### src/rtl/hazard_ctrl.sv
// hazard_ctrl: stall/flush/freeze control for the 5-stage RV32I pipe.
// Optional perf counters are built only when HAZARD_PERF_EN is defined.
//
// Ports:
//   clk, rst_n             clock, synchronous active-low reset
//   id_rs1/rs2, id_use_*   source registers of the ID instruction
//   id_is_branch           ID instruction resolves in ID (branch/JALR)
//   id_redirect            ID resolved a taken branch/jump this cycle
//   ex_rd, ex_mem_read     producer in EX and whether it is a load
//   mem_rd, mem_mem_read   producer in MEM and whether it is a load
//   dmem_req, dmem_ready   data-memory handshake of the MEM stage
//   pc_en .. mem_wb_bubble per-stage enables / bubbles
//   dmem_timeout           sticky "memory never answered" flag
//   hz_state               0 = RUN, 1 = STALL
//   stall_cycles           stall + freeze cycles (HAZARD_PERF_EN)
//   flush_count            IF/ID flushes (HAZARD_PERF_EN)
module hazard_ctrl #(
  parameter int DMEM_TIMEOUT = 255,
  parameter int CNT_W        = 32
) (
  input  logic             clk,
  input  logic             rst_n,
  input  logic [4:0]       id_rs1,
  input  logic [4:0]       id_rs2,
  input  logic             id_use_rs1,
  input  logic             id_use_rs2,
  input  logic             id_is_branch,
  input  logic             id_redirect,
  input  logic [4:0]       ex_rd,
  input  logic             ex_mem_read,
  input  logic [4:0]       mem_rd,
  input  logic             mem_mem_read,
  input  logic             dmem_req,
  input  logic             dmem_ready,
  output logic             pc_en,
  output logic             if_id_en,
  output logic             if_id_flush,
  output logic             id_ex_en,
  output logic             id_ex_bubble,
  output logic             ex_mem_en,
  output logic             mem_wb_bubble,
  output logic             dmem_timeout,
  output logic             hz_state,
  output logic [CNT_W-1:0] stall_cycles,
  output logic [CNT_W-1:0] flush_count
);

  localparam int WAIT_W = (DMEM_TIMEOUT < 1) ? 1
                        : $clog2(DMEM_TIMEOUT + 1);
  localparam logic [WAIT_W-1:0] WAIT_MAX =
    WAIT_W'(DMEM_TIMEOUT);

  typedef enum logic {
    RUN   = 1'b0,
    STALL = 1'b1
  } state_t;

  state_t            state;
  state_t            state_nxt;
  logic [1:0]        stall_cnt;
  logic [1:0]        stall_cnt_nxt;
  logic [WAIT_W-1:0] wait_cnt;
  logic [WAIT_W-1:0] wait_nxt;
  logic              timeout_nxt;

  logic       hit_e;
  logic       hit_m;
  logic       ld_e_br;
  logic       ld_e_alu;
  logic       ld_m_br;
  logic [1:0] n_stall;
  logic       freeze;
  logic       stalling;

  // x0 is hard-wired zero, so a write to it never creates a dependency
  assign hit_e = (ex_rd != 5'd0) &&
                 ((id_use_rs1 && (ex_rd == id_rs1)) ||
                  (id_use_rs2 && (ex_rd == id_rs2)));

  assign hit_m = (mem_rd != 5'd0) &&
                 ((id_use_rs1 && (mem_rd == id_rs1)) ||
                  (id_use_rs2 && (mem_rd == id_rs2)));

  // mutually exclusive so the decoder below can be unique
  assign ld_e_br  = ex_mem_read && hit_e && id_is_branch;
  assign ld_e_alu = ex_mem_read && hit_e && !id_is_branch;
  assign ld_m_br  = mem_mem_read && hit_m && id_is_branch &&
                    !(ex_mem_read && hit_e);

  always_comb begin
    n_stall = 2'd0;
    unique case (1'b1)
      ld_e_br:  n_stall = 2'd2;
      ld_e_alu: n_stall = 2'd1;
      ld_m_br:  n_stall = 2'd1;
      default:  n_stall = 2'd0;
    endcase
  end

  assign freeze   = dmem_req && !dmem_ready;
  assign stalling = (state == STALL) || (n_stall != 2'd0);
  assign hz_state = (state == STALL);

  logic do_rst;
  logic do_frz;
  logic do_stl;

  assign do_rst = !rst_n;
  assign do_frz = rst_n && freeze;
  assign do_stl = rst_n && !freeze && stalling;

  always_comb begin
    pc_en         = 1'b1;
    if_id_en      = 1'b1;
    if_id_flush   = 1'b0;
    id_ex_en      = 1'b1;
    id_ex_bubble  = 1'b0;
    ex_mem_en     = 1'b1;
    mem_wb_bubble = 1'b0;
    unique case (1'b1)
      do_rst: begin
        pc_en         = 1'b0;
        if_id_en      = 1'b0;
        id_ex_en      = 1'b0;
        id_ex_bubble  = 1'b1;
        ex_mem_en     = 1'b0;
        mem_wb_bubble = 1'b1;
      end
      do_frz: begin
        // whole pipe holds; MEM/WB drains a bubble
        pc_en         = 1'b0;
        if_id_en      = 1'b0;
        id_ex_en      = 1'b0;
        ex_mem_en     = 1'b0;
        mem_wb_bubble = 1'b1;
      end
      do_stl: begin
        // hold IF/ID, inject a bubble into EX
        pc_en         = 1'b0;
        if_id_en      = 1'b0;
        id_ex_bubble  = 1'b1;
      end
      default: begin
        // a redirect only counts once its branch really resolved
        if_id_flush = id_redirect;
      end
    endcase
  end

  always_comb begin
    state_nxt     = state;
    stall_cnt_nxt = stall_cnt;
    if (!freeze) begin
      if (state == STALL) begin
        if (stall_cnt <= 2'd1) begin
          stall_cnt_nxt = 2'd0;
          state_nxt     = RUN;
        end else begin
          stall_cnt_nxt = stall_cnt - 2'd1;
        end
      end else if (n_stall == 2'd2) begin
        // first bubble is this cycle, one more from STALL
        state_nxt     = STALL;
        stall_cnt_nxt = 2'd1;
      end
    end
  end

  always_comb begin
    wait_nxt = '0;
    if (freeze) begin
      if (wait_cnt == WAIT_MAX) begin
        wait_nxt = wait_cnt;
      end else begin
        wait_nxt = wait_cnt + WAIT_W'(1);
      end
    end
    timeout_nxt = dmem_timeout ||
                  (freeze && (wait_nxt == WAIT_MAX));
  end

  always_ff @(posedge clk) begin
    if (!rst_n) begin
      state        <= RUN;
      stall_cnt    <= 2'd0;
      wait_cnt     <= '0;
      dmem_timeout <= 1'b0;
    end else begin
      state        <= state_nxt;
      stall_cnt    <= stall_cnt_nxt;
      wait_cnt     <= wait_nxt;
      dmem_timeout <= timeout_nxt;
    end
  end

`ifdef HAZARD_PERF_EN
  logic [CNT_W-1:0] stall_q;
  logic [CNT_W-1:0] flush_q;

  always_ff @(posedge clk) begin
    if (!rst_n) begin
      stall_q <= '0;
      flush_q <= '0;
    end else begin
      if (freeze || stalling) begin
        stall_q <= stall_q + CNT_W'(1);
      end
      if (if_id_flush) begin
        flush_q <= flush_q + CNT_W'(1);
      end
    end
  end

  assign stall_cycles = stall_q;
  assign flush_count  = flush_q;
`else
  assign stall_cycles = '0;
  assign flush_count  = '0;
`endif

endmodule

### config.mk
export PLATFORM = sky130hd
export DESIGN_NAME = hazard_ctrl
export DESIGN_NICKNAME = d
export VERILOG_FILES = /design/src/rtl/hazard_ctrl.sv
export SDC_FILE = /design/constraint.sdc
export NUM_CORES = 1
export LEC_CHECK = 0
export CAP_MARGIN = 20
export CELL_PAD_IN_SITES_DETAIL_PLACEMENT = 0
export CELL_PAD_IN_SITES_GLOBAL_PLACEMENT = 1
export CORE_ASPECT_RATIO = 0.9
export CORE_UTILIZATION = 25
export DETAILED_ROUTE_END_ITERATION = 8
export PLACE_DENSITY_LB_ADDON = 0.1
export SKIP_CTS_REPAIR_TIMING = 1
export SYNTH_ARGS = -nofsm -noshare
export SYNTH_HDL_FRONTEND = slang
export SYNTH_SLANG_ARGS = --single-unit
### constraint.sdc
create_clock -name clk -period 4.57 [get_ports clk]
set_input_delay 1.1425 -clock clk [delete_from_list [all_inputs] [get_ports clk]]
set_output_delay 1.1425 -clock clk [all_outputs]
set_load 0.03 [all_outputs]
==> results.sh, run 1 <==
export IMPL_cts_root_buf="clkbuf_8"
export IMPL_viasPerCell=4.032
export IMPL_final_setup_skew_ps=4.039
export IMPL_portBuffers=38
export IMPL_place_hpwl_mm=2.580
export IMPL_yosys_top_cells_area="buf_4 (35%), dfxtp_1 (17%), xnor2_1 (13%)"
export IMPL_reg2reg_to="dmem_timeout$_SDFF_PN0_"
export IMPL_grt_max_degree=11
export IMPL_fp_dieArea_um2=5909
export IMPL_io_pins=103
export IMPL_power_leakage_nw=0.7004
export IMPL_crit_chain="clkdlybuf4s50_1 > or4_1 > o21ai_2 > inv_2 > a22oi_2 > and3_1 > buf_4"
export IMPL_hold_viol=0
export IMPL_synth_top_area_share_pct=35.36
export IMPL_final_nets=248
export IMPL_insertedDiodeCount=0
export IMPL_vias=1141
export IMPL_crit_start="ex_rd[1]"
export IMPL_route_detailed_drc=0
export IMPL_synth_cells=179
export IMPL_synthTopCellsByCount="buf_4 (66), xnor2_1 (21), dfxtp_1 (12), nand2_1 (10), a31oi_1 (7)"
export IMPL_fill_cells=565
export IMPL_holdWs_ps=475.9
export IMPL_crit_slowest_cell="or4_1"
export IMPL_fin_crit_ps=4102
export IMPL_drive_gt1_share_pct=6.019
export IMPL_path_class="in2out"
export IMPL_worstPathArrival_ps=2960
export IMPL_critPathCaptureType="output port"
export IMPL_start_util_pct=26.35
export IMPL_min_period_over_period_pct=89.75
export IMPL_synth_distinct_cells=40
export IMPL_synthToLayoutAreaGrowth_pct=17.95
export IMPL_synth_edf_count=0
export IMPL_grt_pass1_vias=1069
export IMPL_clock_sinks=12
export IMPL_synthArstFlopShare_pct=0
export IMPL_drt_pass1_iter_count=4
export IMPL_critPathBufInv=3
export IMPL_drt_iter0_markers=52
export IMPL_clock_fmax_ghz=0.2438
export IMPL_antenna_found_initial=0
export IMPL_total_power_w=0.0003746
export IMPL_placementRows=25
export IMPL_max_stage_delay_ps=550
export IMPL_globalRouteTotalUtil_pct=10.50
export IMPL_cp_start_kind="primary input"
export IMPL_htree_num_levels=1
export IMPL_cp_required_ps=3430
export IMPL_post_dp_cell_area_um2=1595
export IMPL_power_density_nw_per_um2=226.7
export IMPL_r2r_start="wait_cnt[0]$_SDFF_PN0_"
export IMPL_wire_per_inst_um=10.55
export IMPL_max_cap_violations=0
export IMPL_wirelength_mm=2.985
export IMPL_clockBufferDepth=2
export IMPL_synth_largest_area_cell="buf_4"
export IMPL_ir_worst_vdd_v=0.00009509
export IMPL_ys_seq_area_share_pct=17.14
export IMPL_tns_ps=0
export IMPL_synth_area_per_cell_um2=7.829
export IMPL_yosys_warnings=0
export IMPL_ys_ff_latch=12
export IMPL_slew_viol_final=0
export IMPL_yosysMostFrequentCell="buf_4"
export IMPL_die_w_um=80.92
export IMPL_grt_ovfl_total=0
export IMPL_critPathTopFamily="simple AND/OR/NAND/NOR gates"
export IMPL_cts_made_buffers=3
export IMPL_regToRegSetupSlack_ps=2710
export IMPL_die_height_um=73.03
export IMPL_place_congestion=0.7938
export IMPL_hold_class="reg2reg"
export IMPL_stdcell_area_um2=1653
export IMPL_cts_tree="done"
export IMPL_status="finished, final reports clean"
export IMPL_grt_pass1_wl_mm=4.802
export IMPL_path_depth=7
export IMPL_syn_area_um2=1401
export IMPL_drtAntennaViolNets=0
export IMPL_core_area_um2=5318
export IMPL_fin_util_pct=31.08
export IMPL_endpoint="if_id_en"
export IMPL_ff2ff_path_depth=6
export IMPL_synth_top_flop_cell="dfxtp_1"
export IMPL_rsz0062_at_grt="false"
export IMPL_clk_pin_slew_ps=50
export IMPL_finalSetupViolCount=0
export IMPL_clock_latency_ps=240
export IMPL_path_max_fanout=3
==> layer usage <==
| metal | part of all wire [%] | vias to the layer above | wire length (um) | global-route usage, % |
|---|---|---|---|---|
| li1 | - | 561 | - | - |
| met1 | 42 | 509 | 1247 | 12.06 |
| met2 | 49 | 63 | 1475 | 18.02 |
| met3 | 6.0 | 8 | 178 | 2.500 |
| met4 | 2.8 | 0 | 84 | 5.357 |
| met5 | 0 | - | 0 | 0 |
==> where the power goes <==
| part | total [W] | leakage, nW | switching (W) | internal, W |
|---|---|---|---|---|
| registers | 0.000106 | 0.0968 | 0.000000784 | 0.000105 |
| clock network | 0.000117 | 0.0288 | 0.0000412 | 0.0000762 |
| logic | 0.000151 | 0.575 | 0.000105 | 0.0000459 |
==> cell usage in the layout (no fill, tap or decap), types with 4 or more instances in the layout <==
cell	n
dfxtp_1	12
a21oi_1	4
nand4_1	6
a31oi_1	7
o21ai_0	5
clkdlybuf4s50_1	34
xnor2_1	21
conb_1	64
buf_4	5
clkbuf_8	4
nand2_1	10
==> how the worst min path moves through the flow <==
stage,start,end,cells past startpoint
floorplan,stall_cnt[1]$_SDFFE_PN0P_,stall_cnt[1]$_SDFFE_PN0P_,1
global placement,dmem_timeout$_SDFF_PN0_,dmem_timeout$_SDFF_PN0_,1
detailed placement,dmem_timeout$_SDFF_PN0_,dmem_timeout$_SDFF_PN0_,1
CTS,stall_cnt[1]$_SDFFE_PN0P_,stall_cnt[1]$_SDFFE_PN0P_,1
global route,stall_cnt[1]$_SDFFE_PN0P_,stall_cnt[1]$_SDFFE_PN0P_,1
finish,stall_cnt[1]$_SDFFE_PN0P_,stall_cnt[1]$_SDFFE_PN0P_,1
==> flip-flops by register name, summed over array words and instances (netlist names) <==
| name | cells |
|---|---|
| dmem_timeout | 1 |
| hz_state | 1 |
| stall_cnt | 2 |
| wait_cnt | 8 |
==> stage by stage <==
stage               setup slack (ps)  instances
finish                         468.5        283
global placement               141.2        279
global route                   340.2        283
CTS                            96.28        283
floorplan                      787.2        242
detailed placement             95.89        279
==> worst register-to-register path: cells and delay by family (launching register included) <==
| kind | cells | cell delay (ps) |
|---|---|---|
| AOI/OAI and AO/OA | 2 | 520 |
| adders and majority gates | 1 | 270 |
| DFF | 1 | 410 |
| and+or+nand+nor | 3 | 590 |
==> final cells by class <==
cell class	instances	area [um^2]	share of cell area, %
multi-input cells	156	868.3	52.54
repair buffers	40	390.4	23.62
flip-flops and latches	12	240.2	14.53
well taps	67	83.83	5.072
clock buffers	4	55.05	3.331
inverters	4	15.01	0.9084
==> kinds of logic after synthesis <==
| group | share of synthesized area (%) |
|---|---|
| other | 0.2676 |
| and+or+nand+nor | 15.63 |
| xor gates and xnor gates | 13.75 |
| AOI/OAI and AO/OA | 14.55 |
| DFF | 17.14 |
| buffers and inverters | 37.77 |
| adders and majority gates | 0.8927 |
Note: power is estimated with default switching activity, not from simulation.
==> run 2, diff against run 1 <==
--- a/config.mk
+++ b/config.mk
@@ -9,6 +9,7 @@
 export CELL_PAD_IN_SITES_DETAIL_PLACEMENT = 0
 export CELL_PAD_IN_SITES_GLOBAL_PLACEMENT = 1
 export CORE_ASPECT_RATIO = 0.9
+export CORE_MARGIN = 2
 export CORE_UTILIZATION = 25
 export DETAILED_ROUTE_END_ITERATION = 8
 export PLACE_DENSITY_LB_ADDON = 0.1
==> results.sh, run 2 (synthesis gave the netlist of run 1 again) <==
export IMPL_status="finished, final reports clean"
export IMPL_layout_common_cells="conb_1 (64), clkdlybuf4s50_1 (35), xnor2_1 (21)"
export IMPL_clock_latency_ps=240
export IMPL_finalSetupViolCount=0
export IMPL_power_density_nw_per_um2=215.6
export IMPL_grt_pass1_wl_mm=4.574
export IMPL_drive_gt1_share_pct=5.581
export IMPL_worstPathArrival_ps=3310
export IMPL_clk_pin_slew_ps=50
export IMPL_vias=1150
export IMPL_cp_start_kind="primary input"
export IMPL_grt_ovfl_total=0
export IMPL_met1_length_mm=1.277
export IMPL_final_setup_skew_ps=1.147
export IMPL_drtAntennaViolNets=0
export IMPL_rsz0062_at_grt="false"
export IMPL_io_pins=103
export IMPL_hold_class="reg2reg"
export IMPL_top_register="wait_cnt"
export IMPL_crit_slowest_cell="clkdlybuf4s50_1"
export IMPL_synthToLayoutAreaGrowth_pct=16.79
export IMPL_seq_power_share_pct=30.1
export IMPL_path_class="in2out"
export IMPL_htree_num_levels=1
export IMPL_cpMostUsedCell="clkdlybuf4s50_1"
export IMPL_hold_viol=0
export IMPL_fin_crit_ps=4457
export IMPL_place_hpwl_mm=2.677
export IMPL_internal_power_w=0.0002093
export IMPL_highest_layer="met4"
export IMPL_comb_power_share_pct=43.0
export IMPL_switchingPower_w=0.0001436
export IMPL_grt_max_degree=11
export IMPL_final_common_cell="conb_1"
export IMPL_path_max_fanout=3
export IMPL_place_congestion=0.7857
export IMPL_reg_largest_list="wait_cnt (8), stall_cnt (2)"
export IMPL_die_w_um=82.92
export IMPL_route_detailed_drc=0
export IMPL_die_height_um=75.03
export IMPL_largest_register_ffs=8
export IMPL_drt_iter0_markers=43
export IMPL_ir_worst_vdd_v=0.00008329
export IMPL_crit_chain="clkdlybuf4s50_1 > or4_1 > o21ai_2 > inv_2 > a22oi_2 > a31oi_1 > clkdlybuf4s50_1"
export IMPL_wire_per_inst_um=10.75
export IMPL_antenna_found_initial=0
export IMPL_placementRows=25
export IMPL_grt_pass1_vias=989
export IMPL_clockPowerShare_pct=26.9
export IMPL_holdWs_ps=475.9
export IMPL_critPathTopFamily="buffers and inverters"
export IMPL_drt_pass1_iter_count=4
export IMPL_start_util_pct=26.35
export IMPL_insertedDiodeCount=0
export IMPL_critPathCaptureType="output port"
export IMPL_core_area_um2=5318
export IMPL_cp_required_ps=3430
export IMPL_fp_dieArea_um2=6221
export IMPL_portBuffers=38
export IMPL_switching_share_pct=40.68
export IMPL_final_nets=248
export IMPL_min_period_over_period_pct=97.52
export IMPL_globalRouteTotalUtil_pct=9.330
export IMPL_cts_root_buf="clkbuf_8"
export IMPL_clock_sinks=12
export IMPL_tns_ps=0
export IMPL_slew_viol_final=0
export IMPL_clockBufferDepth=2
export IMPL_viasPerCell=4.078
export IMPL_wl_met2_mm=1.471
export IMPL_wirelength_mm=3.032
export IMPL_critPathBufInv=3
export IMPL_cts_tree="done"
export IMPL_power_leakage_nw=0.6831
export IMPL_wl_met3_um=245
export IMPL_cts_made_buffers=3
export IMPL_max_stage_delay_ps=600
export IMPL_max_cap_violations=0
export IMPL_clock_fmax_ghz=0.2244
-- run 2: cell count changes in the layout (fill, tap and decap cells not counted), sizes merged --
cell           delta
dlymetal6s2s      -1
clkbuf            -1
clkdlybuf4s50     +1
-- run 2: metal layers --
metal / vias to the layer above / GRT usage (%)
met1: 513 / 10.50
met5: - / 0
li1: 561 / -
met4: 0 / 3.097
met2: 72 / 17.56
met3: 4 / 2.412
-- run 2: final timing paths --
check	from	end	slack, ps	cells past startpoint
worst max-delay path	ex_rd[1]	id_ex_bubble	110	7
worst min-delay path	dmem_timeout$_SDFF_PN0_	dmem_timeout$_SDFF_PN0_	480	1
worst max register to register	wait_cnt[0]$_SDFF_PN0_	dmem_timeout$_SDFF_PN0_	2720	6
worst min register to register	dmem_timeout$_SDFF_PN0_	dmem_timeout$_SDFF_PN0_	480	1
-- run 2: metrics by stage --
step	util (%)	instances	setup WS, ps	area (um^2)	power, W
after floorplan	-	242	787.2	1638	0.0002570
after global placement	30.00	279	132.7	1595	0.0002596
after detailed placement	30.00	279	96.73	1595	0.0002592
after CTS	30.78	282	96.93	1637	0.0003569
after global routing	30.78	282	22.39	1637	0.0003718
final	30.78	282	113.1	1637	0.0003529
-- run 2: cell type report --
cell class,instances,area [um^2]
Clock buffer,3,41.29
Fill cell,581,3681
Inverter,4,15.01
Multi-Input combinational cell,156,868.3
Sequential cell,12,240.2
Tap cell,67,83.83
Timing Repair Buffer,40,387.9
-- run 2: power groups by stage --
stage	combinational [W]	clock [W]	sequential, W
after global routing	0.000160	0.000106	0.000106
final	0.000152	0.0000949	0.000106
after floorplan	0.000149	0	0.000108
after CTS	0.000151	0.0000996	0.000106
after global placement	0.000151	0	0.000108
after detailed placement	0.000151	0	0.000108
==> run 3, diff against run 2 <==
--- a/config.mk
+++ b/config.mk
@@ -13,6 +13,7 @@
 export CORE_UTILIZATION = 25
 export DETAILED_ROUTE_END_ITERATION = 8
 export PLACE_DENSITY_LB_ADDON = 0.1
+export SETUP_SLACK_MARGIN = 0.05
 export SKIP_CTS_REPAIR_TIMING = 1
 export SYNTH_ARGS = -nofsm -noshare
 export SYNTH_HDL_FRONTEND = slang
==> results.sh, run 3 (synthesis gave the netlist of run 1 again) <==
export IMPL_status="finished, final reports clean"
export IMPL_switchingPower_w=0.0001437
export IMPL_cts_made_buffers=3
export IMPL_internal_power_w=0.0002092
export IMPL_switching_share_pct=40.72
export IMPL_die_height_um=75.03
export IMPL_cp_required_ps=3430
export IMPL_cp_start_kind="primary input"
export IMPL_htree_num_levels=1
export IMPL_critPathCaptureType="output port"
export IMPL_synthToLayoutAreaGrowth_pct=16.96
export IMPL_cts_tree="done"
export IMPL_die_w_um=82.92
export IMPL_largest_register_ffs=8
export IMPL_hold_class="reg2reg"
export IMPL_path_max_fanout=3
export IMPL_fill_cells=581
export IMPL_fin_util_pct=30.82
export IMPL_top_register="wait_cnt"
export IMPL_min_period_over_period_pct=90.13
export IMPL_comb_power_share_pct=43.0
export IMPL_grt_pass1_wl_mm=4.574
export IMPL_slew_viol_final=0
export IMPL_wirelength_mm=3.048
export IMPL_fin_crit_ps=4119
export IMPL_core_area_um2=5318
export IMPL_hold_viol=0
export IMPL_clockBufferDepth=2
export IMPL_cts_root_buf="clkbuf_8"
export IMPL_layout_common_cells="conb_1 (64), clkdlybuf4s50_1 (34), xnor2_1 (21)"
export IMPL_globalRouteTotalUtil_pct=9.330
export IMPL_route_detailed_drc=0
export IMPL_clk_pin_slew_ps=50
export IMPL_start_util_pct=26.35
export IMPL_clockPowerShare_pct=26.9
export IMPL_final_nets=248
export IMPL_placementRows=25
export IMPL_finalSetupViolCount=0
export IMPL_rsz0062_at_grt="false"
export IMPL_clock_fmax_ghz=0.2428
export IMPL_clock_latency_ps=240
export IMPL_portBuffers=38
export IMPL_worstPathArrival_ps=2980
export IMPL_drt_iter0_markers=44
export IMPL_ir_worst_vdd_v=0.00008333
export IMPL_power_density_nw_per_um2=215.3
export IMPL_multi_input_area_um2=868.3
export IMPL_viasPerCell=4.085
export IMPL_insertedDiodeCount=0
export IMPL_grt_ovfl_total=0
export IMPL_antenna_found_initial=0
export IMPL_regArea_um2=240.2
export IMPL_drive_gt1_share_pct=5.581
export IMPL_grt_max_degree=11
export IMPL_drt_pass1_iter_count=4
export IMPL_place_hpwl_mm=2.677
export IMPL_io_pins=103
export IMPL_power_leakage_nw=0.6932
export IMPL_place_congestion=0.7857
export IMPL_reg_largest_list="wait_cnt (8), stall_cnt (2)"
export IMPL_path_class="in2out"
export IMPL_final_common_cell="conb_1"
export IMPL_max_cap_violations=0
export IMPL_vias=1152
export IMPL_final_setup_skew_ps=1.147
export IMPL_clock_sinks=12
export IMPL_grt_pass1_vias=989
export IMPL_wire_per_inst_um=10.81
export IMPL_tns_ps=0
export IMPL_regToRegSetupSlack_ps=2720
export IMPL_seq_power_share_pct=30.1
export IMPL_drtAntennaViolNets=0
export IMPL_fp_dieArea_um2=6221
run 3: cell count changes in the layout (fill, tap and decap cells not counted), sizes merged:
cell,delta
clkdlybuf4s50,-1
dlymetal6s2s,+1
run 3: final cells by class:
| cell class | instances | area share, % |
|---|---|---|
| Multi-Input combinational cell | 156 | 52.98 |
| Timing Repair Buffer | 40 | 23.82 |
| Sequential cell | 12 | 14.66 |
| Tap cell | 67 | 5.115 |
| Clock buffer | 3 | 2.519 |
| Inverter | 4 | 0.9160 |
run 3: worst paths after layout:
kind	startpoint	to	cells after the start
setup reg to reg	wait_cnt[0]$_SDFF_PN0_	dmem_timeout$_SDFF_PN0_	6
setup / recovery	ex_rd[1]	if_id_en	7
hold / removal	dmem_timeout$_SDFF_PN0_	dmem_timeout$_SDFF_PN0_	1
hold reg to reg	dmem_timeout$_SDFF_PN0_	dmem_timeout$_SDFF_PN0_	1
run 3: layer usage:
| metal | vias to the layer above | wire, um | track usage [%] | share of wire [%] |
|---|---|---|---|---|
| met4 | 0 | 36 | 3.097 | 1.2 |
| met5 | - | 0 | 0 | 0 |
| met2 | 72 | 1486 | 17.56 | 49 |
| met3 | 4 | 235 | 2.412 | 7.7 |
| met1 | 515 | 1289 | 10.50 | 42 |
| li1 | 561 | - | - | - |
run 3: critical path: stages:
cell and delay (ps):
clkdlybuf4s50_1 470, or4_1 550, o21ai_2 170, inv_2 50, a22oi_2 220, and3_1 210, buf_4 160
run 3: power by group through the flow:
stage | clock, W | combinational [W] | sequential, W
3_3_place_gp | 0 | 0.000151 | 0.000108
6_report | 0.0000949 | 0.000152 | 0.000106
2_1_floorplan | 0 | 0.000149 | 0.000108
3_5_place_dp | 0 | 0.000151 | 0.000108
5_1_grt | 0.000106 | 0.000160 | 0.000106
4_1_cts | 0.0000996 | 0.000151 | 0.000106
run 3: metrics by stage:
step / setup WS [ps] / hold WS [ps] / area, um^2 / instances / power, W
finish: 451.1 / 475.9 / 1639 / 282 / 0.0003529
global route: 361.5 / 510.9 / 1639 / 282 / 0.0003718
CTS: 96.93 / 481.0 / 1637 / 282 / 0.0003569
detailed placement: 96.73 / 474.0 / 1595 / 279 / 0.0002592
global placement: 132.7 / 462.8 / 1595 / 279 / 0.0002596
floorplan: 787.2 / 458.2 / 1638 / 242 / 0.0002570
